==> src/rtl/hazard_detection_unit.sv <==
// Hazard detection for the RV32IM 5-stage pipeline: scoreboard of EX/MA/WB destinations,
// operand-forwarding selects, load-use stall and multi-cycle divider hold controls.
module hazard_detection_unit #(
    parameter int unsigned DIV_CYCLES = 32
) (
    input  logic       clk,
    input  logic       reset_n,
    input  logic       id_valid,
    input  logic [4:0] id_rs1_addr,
    input  logic [4:0] id_rs2_addr,
    input  logic       id_rs1_used,
    input  logic       id_rs2_used,
    input  logic [4:0] id_rd_addr,
    input  logic       id_reg_write,
    input  logic       id_mem_read,
    input  logic       id_is_div,
    input  logic       flush,
    output logic [1:0] forward_rs1,
    output logic [1:0] forward_rs2,
    output logic       stall_pc,
    output logic       stall_if_id,
    output logic       bubble_ex,
    output logic       hold_ex,
    output logic       bubble_ma
);

    typedef struct packed {
        logic       valid;
        logic [4:0] rd;
        logic       reg_write;
        logic       mem_read;
        logic       is_div;
    } sb_entry_t;

    typedef enum logic [1:0] {
        ADV_NORMAL,
        ADV_HOLD,
        ADV_FLUSH,
        ADV_STALL
    } adv_t;

    localparam logic [7:0] DIV_LOAD = 8'(DIV_CYCLES - 1);

    sb_entry_t  r_ex, r_ma, r_wb;
    logic [7:0] r_div_cnt;

    sb_entry_t  w_id_entry;
    logic       w_div_busy;
    logic       w_load_use;
    adv_t       w_adv;

    function automatic logic is_writer(input sb_entry_t e);
        return e.valid && e.reg_write && (e.rd != 5'd0);
    endfunction

    // allow_load: WB results are final even for loads; busy: divider still computing
    function automatic logic can_forward(input sb_entry_t e, input logic [4:0] src,
                                         input logic allow_load, input logic busy);
        return is_writer(e) && (e.rd == src) && (allow_load || !e.mem_read)
               && !(e.is_div && busy);
    endfunction

    function automatic logic [1:0] fwd_sel(input logic [4:0] src, input logic used);
        logic [1:0] sel;
        sel = 2'b00;
        if (used && (src != 5'd0)) begin
            if (can_forward(r_ex, src, 1'b0, w_div_busy))
                sel = 2'b01;
            else if (can_forward(r_ma, src, 1'b0, 1'b0))
                sel = 2'b10;
            else if (can_forward(r_wb, src, 1'b1, 1'b0))
                sel = 2'b11;
        end
        return sel;
    endfunction

    function automatic logic hits_load(input logic [4:0] src, input logic used);
        return used && (src != 5'd0) &&
               ((is_writer(r_ex) && r_ex.mem_read && (r_ex.rd == src)) ||
                (is_writer(r_ma) && r_ma.mem_read && (r_ma.rd == src)));
    endfunction

    always_comb begin
        w_id_entry = '{valid:     id_valid,
                       rd:        id_rd_addr,
                       reg_write: id_reg_write,
                       mem_read:  id_mem_read,
                       is_div:    id_is_div};
        w_div_busy = (r_div_cnt != 8'd0);
        w_load_use = id_valid &&
                     (hits_load(id_rs1_addr, id_rs1_used) || hits_load(id_rs2_addr, id_rs2_used));

        if (w_div_busy)
            w_adv = ADV_HOLD;
        else if (flush)
            w_adv = ADV_FLUSH;
        else if (w_load_use)
            w_adv = ADV_STALL;
        else
            w_adv = ADV_NORMAL;
    end

    always_comb begin
        forward_rs1 = fwd_sel(id_rs1_addr, id_rs1_used);
        forward_rs2 = fwd_sel(id_rs2_addr, id_rs2_used);
        stall_pc    = 1'b0;
        stall_if_id = 1'b0;
        bubble_ex   = 1'b0;
        hold_ex     = 1'b0;
        bubble_ma   = 1'b0;
        case (w_adv)
            ADV_HOLD: begin
                stall_pc    = 1'b1;
                stall_if_id = 1'b1;
                hold_ex     = 1'b1;
                bubble_ma   = 1'b1;
            end
            ADV_STALL: begin
                stall_pc    = 1'b1;
                stall_if_id = 1'b1;
                bubble_ex   = 1'b1;
            end
            default: ;
        endcase
    end

    always_ff @(posedge clk) begin
        if (!reset_n) begin
            r_ex      <= '0;
            r_ma      <= '0;
            r_wb      <= '0;
            r_div_cnt <= '0;
        end else begin
            case (w_adv)
                ADV_HOLD: begin
                    r_ma      <= '0;
                    r_wb      <= r_ma;
                    r_div_cnt <= r_div_cnt - 8'd1;
                end
                ADV_FLUSH, ADV_STALL: begin
                    r_ex <= '0;
                    r_ma <= r_ex;
                    r_wb <= r_ma;
                end
                default: begin
                    r_ex <= w_id_entry;
                    r_ma <= r_ex;
                    r_wb <= r_ma;
                    if (id_valid && id_is_div)
                        r_div_cnt <= DIV_LOAD;
                end
            endcase
        end
    end

endmodule

==> config.mk <==
export PLATFORM = sky130hd
export DESIGN_NAME = hazard_detection_unit
export DESIGN_NICKNAME = d
export VERILOG_FILES = /design/src/rtl/hazard_detection_unit.sv
export SDC_FILE = /design/constraint.sdc
export NUM_CORES = 1
export LEC_CHECK = 0
export BUFFER_PORTS_ARGS = -buffer_cell sky130_fd_sc_hd__buf_2
export CORE_MARGIN = 3
export CORE_UTILIZATION = 45
export CTS_CLUSTER_SIZE = 40
export DETAILED_ROUTE_END_ITERATION = 7
export PLACE_DENSITY_LB_ADDON = 0.1
export REMOVE_ABC_BUFFERS = 1
export SETUP_SLACK_MARGIN = 0.4
export SYNTH_ARGS = -nofsm -noshare
export SYNTH_HDL_FRONTEND = slang
export SYNTH_SLANG_ARGS = --single-unit
==> constraint.sdc <==
create_clock -name clk -period 4.85 [get_ports clk]
set_clock_uncertainty 0.05 [all_clocks]
set_input_delay 0.7275 -clock clk [delete_from_list [all_inputs] [get_ports clk]]
set_output_delay 0.7275 -clock clk [all_outputs]
set_load 0.02 [all_outputs]
* Word level (Yosys, flattened, before mapping) *
Index checks and enable logic that the tools add are counted.

word-level totals
  bits in registers = 32
  bits of input ports = 24
  output and inout bits = 9
  word-level logic and storage cells = 90

cells by class
  add/sub/neg operators = 1
  eq/ne operators = 9
  mux-type cells = 17
  bitwise operators = 2
  reduce and logical (&&, ||, !) cells = 48

operators by type and width
  operator               count
  $logic_and A1 B1 Y1    31
  $eq A5 B5 Y1           6
  $reduce_bool A5 Y1     5
  $mux W2                11
  $pmux W9 S2            1
  $pmux W8 S2            1
  $mux W8                1
  $reduce_bool A8 Y1     1
  $sub A8 B1 Y8 const B  1
  $reduce_or A2 Y1       3
  $eq A2 B2 Y1 const B   2
  $logic_not A1 Y1       3
  $logic_or A1 B1 Y1     3
  $mux W1                3
  $eq A2 B1 Y1 const B   1
  $not A1 Y1             2
  $reduce_and A2 Y1      1
  $reduce_bool A2 Y1     1

* Depth between registers and ports, before layout *
Gate-level depths: netlist of the first run.

  depth in word-level cells = 15
  depth in mapped cells = 9
  mapped depth without buffers = 9

* Worst setup path after synthesis of the first run *
Ideal clock, no wire load.

  path type = input to output
  start = input id_rs2_addr[1]
  end = output stall_pc
  arrival = 2.435 ns
  data required time = 4.073 ns
  path slack = 1.637 ns
  cell stages on the path = 7
  buffers on the path = 1
  path through = or4_4 > o21a_4 > and2_4 > a32oi_1 > o21ai_1 > a31o_2 > buf_4

between the ends
  cells in the longest elaborated chain, start to end = 12
  elaborated cells between the ends (all ways) = 17
  classes of those cells = 4 x eq/ne; 4 x mux; 9 x reduce/logical

ends and longest elaborated chain
  what                                          RTL line  source
  from (decl)                                   10        input logic [4:0] id_rs2_addr,
  $eq A5 B5 Y1 (on tied branches)               79, 80
  $logic_and A1 B1 Y1 (on tied branches)        79, 80
  $logic_or A1 B1 Y1                            79        ((is_writer(r_ex) && r_ex.mem_read && (r_ex.rd == src)) ||
  $logic_and A1 B1 Y1 *                         78        return used && (src != 5'd0) &&
  $logic_or A1 B1 Y1 *                          91        (hits_load(id_rs1_addr, id_rs1_used) || hits_load(id_rs2_addr, id_rs2_used));
  $logic_and A1 B1 Y1 *                         90        w_load_use = id_valid &&
  $mux W2 *                                     97        else if (w_load_use)
  $mux W2 *                                     95        else if (flush)
  $mux W2 *                                     93        if (w_div_busy)
  $eq A2 B2 Y1 or $eq A2 B1 Y1 (tied branches)  -
  $reduce_or A2 Y1 (no source line) *           -
  $mux W1 *                                     -
  to (decl)                                     20        output logic stall_pc,

Mark *: on every way between the ends. The rest lies on a longest branch, timed or not.

* Worst setup path after layout of the first run *
  start = register r_div_cnt[0]
  end = output forward_rs2[0]

between the ends
  cells in the longest elaborated chain, start to end = 6

ends and longest elaborated chain
  what                    RTL line  source
  from (decl)             45        logic [7:0] r_div_cnt;
  from (signal assigned)  138       r_div_cnt <= r_div_cnt - 8'd1;
  $reduce_bool A8 Y1      89        w_div_busy = (r_div_cnt != 8'd0);
  $logic_and A1 B1 Y1     60        && !(e.is_div && busy);
  $logic_not A1 Y1        60
  $logic_and A1 B1 Y1     60
  $mux W2                 67        if (can_forward(r_ex, src, 1'b0, w_div_busy))
  $mux W2                 66        if (used && (src != 5'd0)) begin
  to (decl)               19        output logic [1:0] forward_rs2,

No other way between the ends.

==> results.md, run 1 <==
- Outcome: finished, final reports clean
- Final period util: 0.759
- Max Slew Vio Count: 0
- First-pass GRT wire length: 7.15 mm
- Clk_lat worst skew: 280 ps
- Initial antenna violation count: 0
- Post-cts sizing count: 0
- Total Power: 1040 uW
- Die Y: 69.1 microns
- Async set-or-reset flop fraction in the synthesized netlist: 0
- Largest net degree at the start of global routing: 30
- CTS buffer count: 5
- Top cell type's share of synthesized area: 0.357
- Reg power frac: 0.376
- Mapped cell area: 1790 sq um
- Placer congestion estimate: 0.834
- RSZ-0062 raised after global routing: false
- Synth Warn #: 0
- Seq/Total Area, Yosys: 0.357
- Setup_tns: 0 ps
- Final core occ: 0.556
- Remaining DRCs: 0
- Num rows: 22
- Die X: 69.1 microns
- Port Buffer Count: 32
- Int Pwr: 614 uW
- DR pass1 iterations: 4
- Area contributors post-synth: dfxtp_1 36%, xor2_1 8.3%, xnor2_1 6.3%
- Clk root buf: clkbuf_8
- Hpwl dp: 3.36 mm
- Area Overhead vs Synth: 16.0%
- H-tree level count: 2
- Switch Pwr: 421 uW
- Avg Cell Area, Syn: 8.93 sq um
- Fin. Hold Viols: 0
- Worst hold slack: 429 ps
- Post-synthesis instance total: 201
- Tmin final: 3680 ps
- Req. time, crit path: 4070 ps
- Clock transition at path regs: 60 ps
- Antenna cells: 0
- Core box area: 3740 sq um
- Share of layout cells above drive strength 1: 0.217
- Routed WL: 4.34 mm
- Sw Share: 0.407
- Via count: 1613
- Hold buffers post-CTS: 0
- Leak: 0.000878 uW
- Worst setup EP type: output port
- Synthesis-stage register bit count: 32
- Number of global-route vias before repair: 1477
- CP startpoint kind: register
- Clock sinks: 32
- WP data arrival: 2900 ps
- Final-stage net count: 259
- Pwr/cell area: 498 nW/um^2
- Antenna Violating Nets Remaining: 0
- Clock power share: 0.202
- Peak VDD IR: 0.358 mV
- Drt wl/cell: 15.3 microns
- CTS tree: done
- Post-synth top area cell: dfxtp_1
- Die footprint: 4780 sq um
- Post-synth EDFFs: 0
- Setup bufs post-CTS: 0
- Hold Crit Class: reg -> reg
- Final Setup Violations: 0
- Bufs on Longest Clock Path: 2
- CP max FO: 17
- Post-synth cell types: 43
- Ys flop type: dfxtp_1
- Combinational share of power: 0.422
- GRT Total Usage: 0.184
- Worst Setup Path Type: reg -> out
- Initial DRC count: 70
- Initial Util: 0.479
- Grt ovf: 0
- Worst slew margin: 0.621
- F_max: 272 MHz
- Slew @ Worst Pin: 564 ps
- DR vias/cell: 5.70
- Max-Cap Viols: 0
- Top Ports: 33
==> sequential cells by signal, summed over array words and instances, names as in the netlist <==
| register | cells |
|---|---|
| r_div_cnt | 8 |
| r_ex | 9 |
| r_wb | 7 |
| r_ma | 8 |
==> stage by stage <==
step,cell area [sq um],instances,setup slack [ps]
2_1_floorplan,1760,194,1430
3_3_place_gp,1990,275,1450
3_5_place_dp,1990,275,1380
4_1_cts,2080,283,1150
5_1_grt,2080,283,959
6_report,2080,283,1170
==> layout by cell type (no fill, tap or decap), types with 2 or more instances in the layout <==
master,netlist,layout
a21oi_1,8,8
a221oi_1,2,2
a22o_1,9,9
and2_1,9,9
and3_1,12,12
buf_2,0,32
clkbuf_8,0,6
clkinv_2,0,2
dfxtp_1,32,32
inv_1,4,4
nand2_1,13,13
nand2b_1,6,6
nand3_1,7,7
nand4_1,3,3
nor2_1,5,5
nor2b_1,2,2
nor3_1,11,11
nor4_1,3,3
o211ai_1,2,2
o21a_4,2,2
o21ai_0,9,9
o21ai_1,2,2
o41ai_1,2,2
or4_1,2,2
or4_4,2,2
xnor2_1,13,13
xor2_1,17,17
==> critical path: stages (launching register included) <==
cell     delay (ps)
dfxtp_1         360
inv_1            80
ha_1            200
or4b_1          550
nor4_4          160
buf_4           240
inv_2           120
a21oi_1         170
and4_1          310
nand2_1          70
a21oi_1         170
buf_2           190
==> cell families after synthesis <==
family,synth area share
buffers and inverters,0.0293
flip-flops,0.357
multiplexers,0.00558
XOR/XNOR,0.146
adder cells (fa/ha/maj),0.00697
AND/OR/NAND/NOR,0.275
AO/OA/AOI/OAI,0.180
==> power groups by stage <==
stage	registers, uW	clock network, uW	logic, uW
global route	398	224	488
finish	389	209	437
floorplan	374	0	323
global placement	390	0	425
CTS	389	214	440
detailed placement	394	0	437
==> final cells by class <==
cell class                 count  area (sq um)
clock buffer                   6          82.6
clock inverter                 2          10.0
fill                         357          1660
inverter                       5          18.8
multi-input combinational    157          1100
sequential                    32           641
tap                           48          60.1
timing repair buffer          33           168
==> final timing paths <==
path                                   start              to  slack (ps)  depth (start not counted)
worst min-delay path                 r_ma[2]         r_wb[2]         430                          1
worst max-delay path            r_div_cnt[0]  forward_rs2[0]        1170                         11
worst min register to register       r_ma[2]         r_wb[2]         430                          1
worst max register to register  r_div_cnt[0]         r_ex[5]        2390                          8
==> cell usage after synthesis (6+ instances only) <==
cell / n
nor3_1: 11
xor2_1: 17
nand2_1: 13
dfxtp_1: 32
nand2b_1: 6
and3_1: 12
and2_1: 9
nand3_1: 7
a21oi_1: 8
xnor2_1: 13
a22o_1: 9
o21ai_0: 9
==> layer usage <==
metal  track usage  vias to the layer above  part of all wire  wire (microns)
met2         0.283                       42              0.46            2000
met4        0.0694                        0             0.019              83
met3        0.0525                        9             0.055             239
met5             0                        -                 0               0
met1         0.245                      767              0.46            2020
li1              -                      795                 -               -
(Power assumes the default switching activity.)
==> run 2: changes to the inputs <==
- clock period: 4.85 -> 3.77 ns (I/O delays scaled with it)
==> run 2 against run 1 <==
  * Routed wire length fell by 2.4%
  * Largest power group unchanged
  * Core utilization increased by 0.77 points
  * Clock-buffer cell count did not move
  * Non-clock buffer count grew 2
  * Via count down 0.93%
  * Final area up 1.4%
  * Global-route usage down 0.71 points
  * Flip-flop and latch count did not move
  * First-iteration DRC count rose by 37%
  * Power is 32% higher
  * Sequential share of layout area decreased by 0.42 points
  * Final cell count is 0.71% higher
==> results.md, run 2 (same netlist as run 1, synthesis figures left out) <==
- Routed WL: 4.24 mm
- Post-placement cell count: 275
- Initial DRC count: 96
- Largest register by flop count: r_ex
- Port Buffer Count: 32
- RSZ-0062 raised after global routing: false
- Fin area: 2110 sq um
- Die X: 69.1 microns
- Most frequent cells in the layout: 32 x buf_2, 32 x dfxtp_1, 17 x xor2_1
- Max-Cap Viols: 0
- Worst Setup Path Type: reg -> out
- Number of fill cells: 375
- Max Slew Vio Count: 0
- Initial antenna violation count: 0
- Top Ports: 33
- Req. time, crit path: 3150 ps
- Clk root buf: clkbuf_8
- Pwr/cell area: 649 nW/um^2
- CP max stage delay: 520 ps
- Number of global-route vias before repair: 1455
- CP startpoint kind: register
- Die Y: 69.1 microns
- Dpl cell area: 1990 sq um
- Tmin final: 3210 ps
- Clock transition at path regs: 70 ps
- Post-route insts no fill: 285
- Final-stage net count: 261
- CP Cell Sequence: inv_1, ha_1, or4b_4, nor4_4, inv_2, a21oi_1, and4_2, nand2_1, a21oi_1, buf_2
- CP max FO: 6
- Worst slew margin: 0.638
- Max FFs per register: 9
- Bufs on Longest Clock Path: 2
- GRT Total Usage: 0.177
- Via count: 1598
- Slew @ Worst Pin: 539 ps
- CTS buffer count: 5
- CTS tree: done
- DR vias/cell: 5.61
- Clk_lat worst skew: 280 ps
- DR pass1 iterations: 4
- WP data arrival: 2590 ps
- Hold Crit Class: reg -> reg
- Placer congestion estimate: 0.858
- Initial Util: 0.479
- Setup_tns: 0 ps
- F_max: 312 MHz
- Largest net degree at the start of global routing: 30
- Num rows: 22
- Hpwl dp: 3.29 mm
- Grt ovf: 0
- Antenna cells: 0
- Peak VDD IR: 0.459 mV
- Area Overhead vs Synth: 17.6%
- Die footprint: 4780 sq um
- Worst setup EP type: output port
- Clock sinks: 32
- Fin. Hold Viols: 0
- H-tree level count: 2
- Worst path slowest cell: or4b_4
- Biggest regs: r_ex x9, r_div_cnt x8, r_ma x8
- Most frequent CP cell: a21oi_1
- Core box area: 3740 sq um
- Outcome: finished, final reports clean
- Antenna Violating Nets Remaining: 0
- Leak: 0.000881 uW
- Final period util: 0.850
- Drt wl/cell: 14.9 microns
- Hold buffers post-CTS: 0
- Share of layout cells above drive strength 1: 0.236
- Final Setup Violations: 0
- First-pass GRT wire length: 7.02 mm
- Remaining DRCs: 0
[run 2: cell count changes in the layout (fill, tap and decap cells not counted)]
cell	before	now
buf_4	1	3
clkinv_2	2	0
clkinvlp_4	0	2
a21oi_1	8	7
a21oi_2	0	1
and4_1	1	0
and4_2	0	1
or4b_1	1	0
or4b_4	0	1
[run 2: metrics by stage]
| step | hold WS, ps | total power (uW) | utilization | setup WS, ps |
|---|---|---|---|---|
| 2_1_floorplan | 394 | 897 | - | 512 |
| 3_3_place_gp | 410 | 1050 | 0.531 | 681 |
| 3_5_place_dp | 421 | 1060 | 0.531 | 656 |
| 4_1_cts | 434 | 1340 | 0.557 | 444 |
| 5_1_grt | 429 | 1480 | 0.564 | 404 |
| 6_report | 429 | 1370 | 0.564 | 565 |
[run 2: metal layers]
metal	vias to the layer above	GRT usage	part of all wire
met5	-	0	0
met4	0	0.0412	0.0068
met3	5	0.0452	0.069
met2	50	0.265	0.45
met1	744	0.255	0.48
li1	799	-	-
[run 2: where the power goes]
part           switching (uW)  internal [uW]
Combinational             328            264
Sequential               91.3            411
Clock                     128            148
Total                     548            822
[run 2: final cells by class]
| class | count | area [sq um] | area share |
|---|---|---|---|
| sequential | 32 | 641 | 0.304 |
| multi-input combinational | 157 | 1110 | 0.526 |
| timing repair buffer | 35 | 183 | 0.0866 |
| clock inverter | 2 | 15.0 | 0.00712 |
| tap | 48 | 60.1 | 0.0285 |
| inverter | 5 | 18.8 | 0.00890 |
| clock buffer | 6 | 82.6 | 0.0391 |
[run 2: worst paths after layout]
path / start / end / slack [ps] / cells past startpoint
setup / recovery: r_div_cnt[0] / forward_rs1[0] / 560 / 10
hold / removal: r_ma[8] / r_wb[8] / 430 / 1
setup reg to reg: r_div_cnt[0] / r_ex[4] / 1360 / 8
hold reg to reg: r_ma[8] / r_wb[8] / 430 / 1
[run 2: repair_timing]
item	CTS	global route
resized for setup	0	3
buffers inserted	0	2
endpoints found under the setup margin	0	4
[run 2: critical path, delay by kind of cell (launching register included)]
family / cells / cell delay (ps)
buffers and inverters: 3 / 360
adder cells (fa/ha/maj): 1 / 190
AO/OA/AOI/OAI: 2 / 350
AND/OR/NAND/NOR: 4 / 1060
flip-flops: 1 / 350
==> run 3: changes to the inputs <==
- CORE_ASPECT_RATIO: default -> 1.5
- clock period: 3.77 -> 4 ns (I/O delays scaled with it)
==> run 3 against run 2 <==
  * Clock-buffer cell count grew 1
  * Setup slack gained 92 ps
  * Final area is essentially flat
  * Sequential share of layout area is essentially flat
  * Core utilization shrank 0.13 points
  * Largest cell class unchanged
  * Register-to-register slack is essentially flat
  * Power shrank 1.4%
  * Hold slack gained 7.5 ps
==> results.md, run 3 (same netlist as run 1, synthesis figures left out) <==
- Outcome: finished, final reports clean
- Tmin final: 3340 ps
- Max FFs per register: 9
- Worst setup EP type: output port
- Top Ports: 33
- Initial Util: 0.478
- Area Overhead vs Synth: 17.5%
- Port Buffer Count: 32
- Core box area: 3750 sq um
- Largest net degree at the start of global routing: 30
- Die X: 57.6 microns
- Biggest regs: r_ex x9, r_div_cnt x8, r_ma x8
- Final-stage net count: 259
- Met3 Track Usage GR: 0.0467
- Bufs on Longest Clock Path: 2
- Grt ovf: 0
- Clock transition at path regs: 70 ps
- Worst slew margin: 0.592
- Initial DRC count: 51
- Hold Startpoint: r_ma[8]
- R2R Setup Slk: 1360 ps
- Final period util: 0.836
- DR pass1 iterations: 4
- Final core occ: 0.562
- Antenna cells: 0
- Worst Setup Path Type: reg -> out
- Die footprint: 4800 sq um
- Req. time, crit path: 3350 ps
- First-pass GRT wire length: 7.27 mm
- R2R depth: 8
- Crit path max-delay family: simple AND/OR/NAND/NOR gates
- Fin. Hold Viols: 0
- Die Y: 83.3 microns
- Final Setup Violations: 0
- Num rows: 27
- Antenna Violating Nets Remaining: 0
- CP max FO: 11
- Leak: 0.000892 uW
- GRT Total Usage: 0.193
- H-tree level count: 2
- Clk root buf: clkbuf_8
- Worst r2r src: r_div_cnt[0]
- Met1 usage: 0.199
- CP startpoint kind: register
- Largest register by flop count: r_ex
- CTS buffer count: 5
- GRT met2 Usage: 0.353
- Worst Setup SP: r_div_cnt[0]
- Routed WL: 4.39 mm
- Pwr/cell area: 641 nW/um^2
- Hold buffers post-CTS: 0
- GR peak layer: met2
- Peak VDD IR: 0.472 mV
- CP Cell Sequence: inv_1, ha_1, or4b_1, nor4_4, inv_2, a21oi_1, and4_1, nand2_1, a21oi_1, buf_2
- Most frequent CP cell: a21oi_1
- Initial antenna violation count: 0
- Drt wl/cell: 15.8 microns
- CTS tree: done
- CP bufs+invs: 3
- F_max: 299 MHz
- Setup bufs post-CTS: 0
- Number of global-route vias before repair: 1576
- Hold Crit Class: reg -> reg
- Hpwl dp: 3.37 mm
- DR vias/cell: 5.64
- Most frequent cells in the layout: 32 x buf_2, 32 x dfxtp_1, 17 x xor2_1
- WP data arrival: 2690 ps
- Placer congestion estimate: 0.869
- RSZ-0062 raised after global routing: false
- Clk_lat worst skew: 280 ps
- Setup_tns: 0 ps
- Slew @ Worst Pin: 607 ps
- Critical path depth: 10
- Via count: 1567
- Max Slew Vio Count: 0
- Share of layout cells above drive strength 1: 0.217
- Hold path cells: 1
- Remaining DRCs: 0
- Clock sinks: 32
- CP max stage delay: 570 ps
- Post-cts sizing count: 0
- Max-Cap Viols: 0
- Worst path slowest cell: or4b_1
run 3: path summary, 6_finish.rpt:
path | to
min | r_wb[8]
max reg2reg | r_ex[6]
min reg2reg | r_wb[8]
max | forward_rs1[0]
run 3: worst register-to-register path, stage by stage (launching register included):
cell and delay, ps:
dfxtp_1 360, inv_1 70, ha_1 210, or4b_1 570, nor4_4 210, buf_4 250
nand2_1 130, o41ai_4 510, a22o_1 210
run 3: area by class of cell:
class	instances	area, sq um
Clock buffer	7	96.3
Clock inverter	1	30.0
Fill cell	341	1640
Inverter	5	18.8
Multi-Input combinational cell	157	1100
Sequential cell	32	641
Tap cell	43	53.8
Timing Repair Buffer	33	168
run 3: metrics by stage:
step	worst slack [ps]	hold WS, ps	total power (uW)	area (sq um)	instances
after global placement	845	406	995	1980	270
after detailed placement	825	416	1020	1980	270
after global routing	472	462	1440	2110	278
final	656	437	1350	2110	278
after floorplan	708	394	845	1760	194
after CTS	654	433	1360	2110	278
run 3: per-layer routing:
metal / vias to the layer above / routed length, microns
met1: 721 / 1700
met3: 9 / 220
li1: 796 / -
met5: - / 0
met2: 41 / 2370
met4: 0 / 95
run 3: where the power goes:
part / leakage (uW) / switching [uW] / total [uW] / internal, uW
Clock: 0.0000645 / 119 / 339 / 220
Sequential: 0.000260 / 82.3 / 470 / 387
Combinational: 0.000567 / 321 / 542 / 221
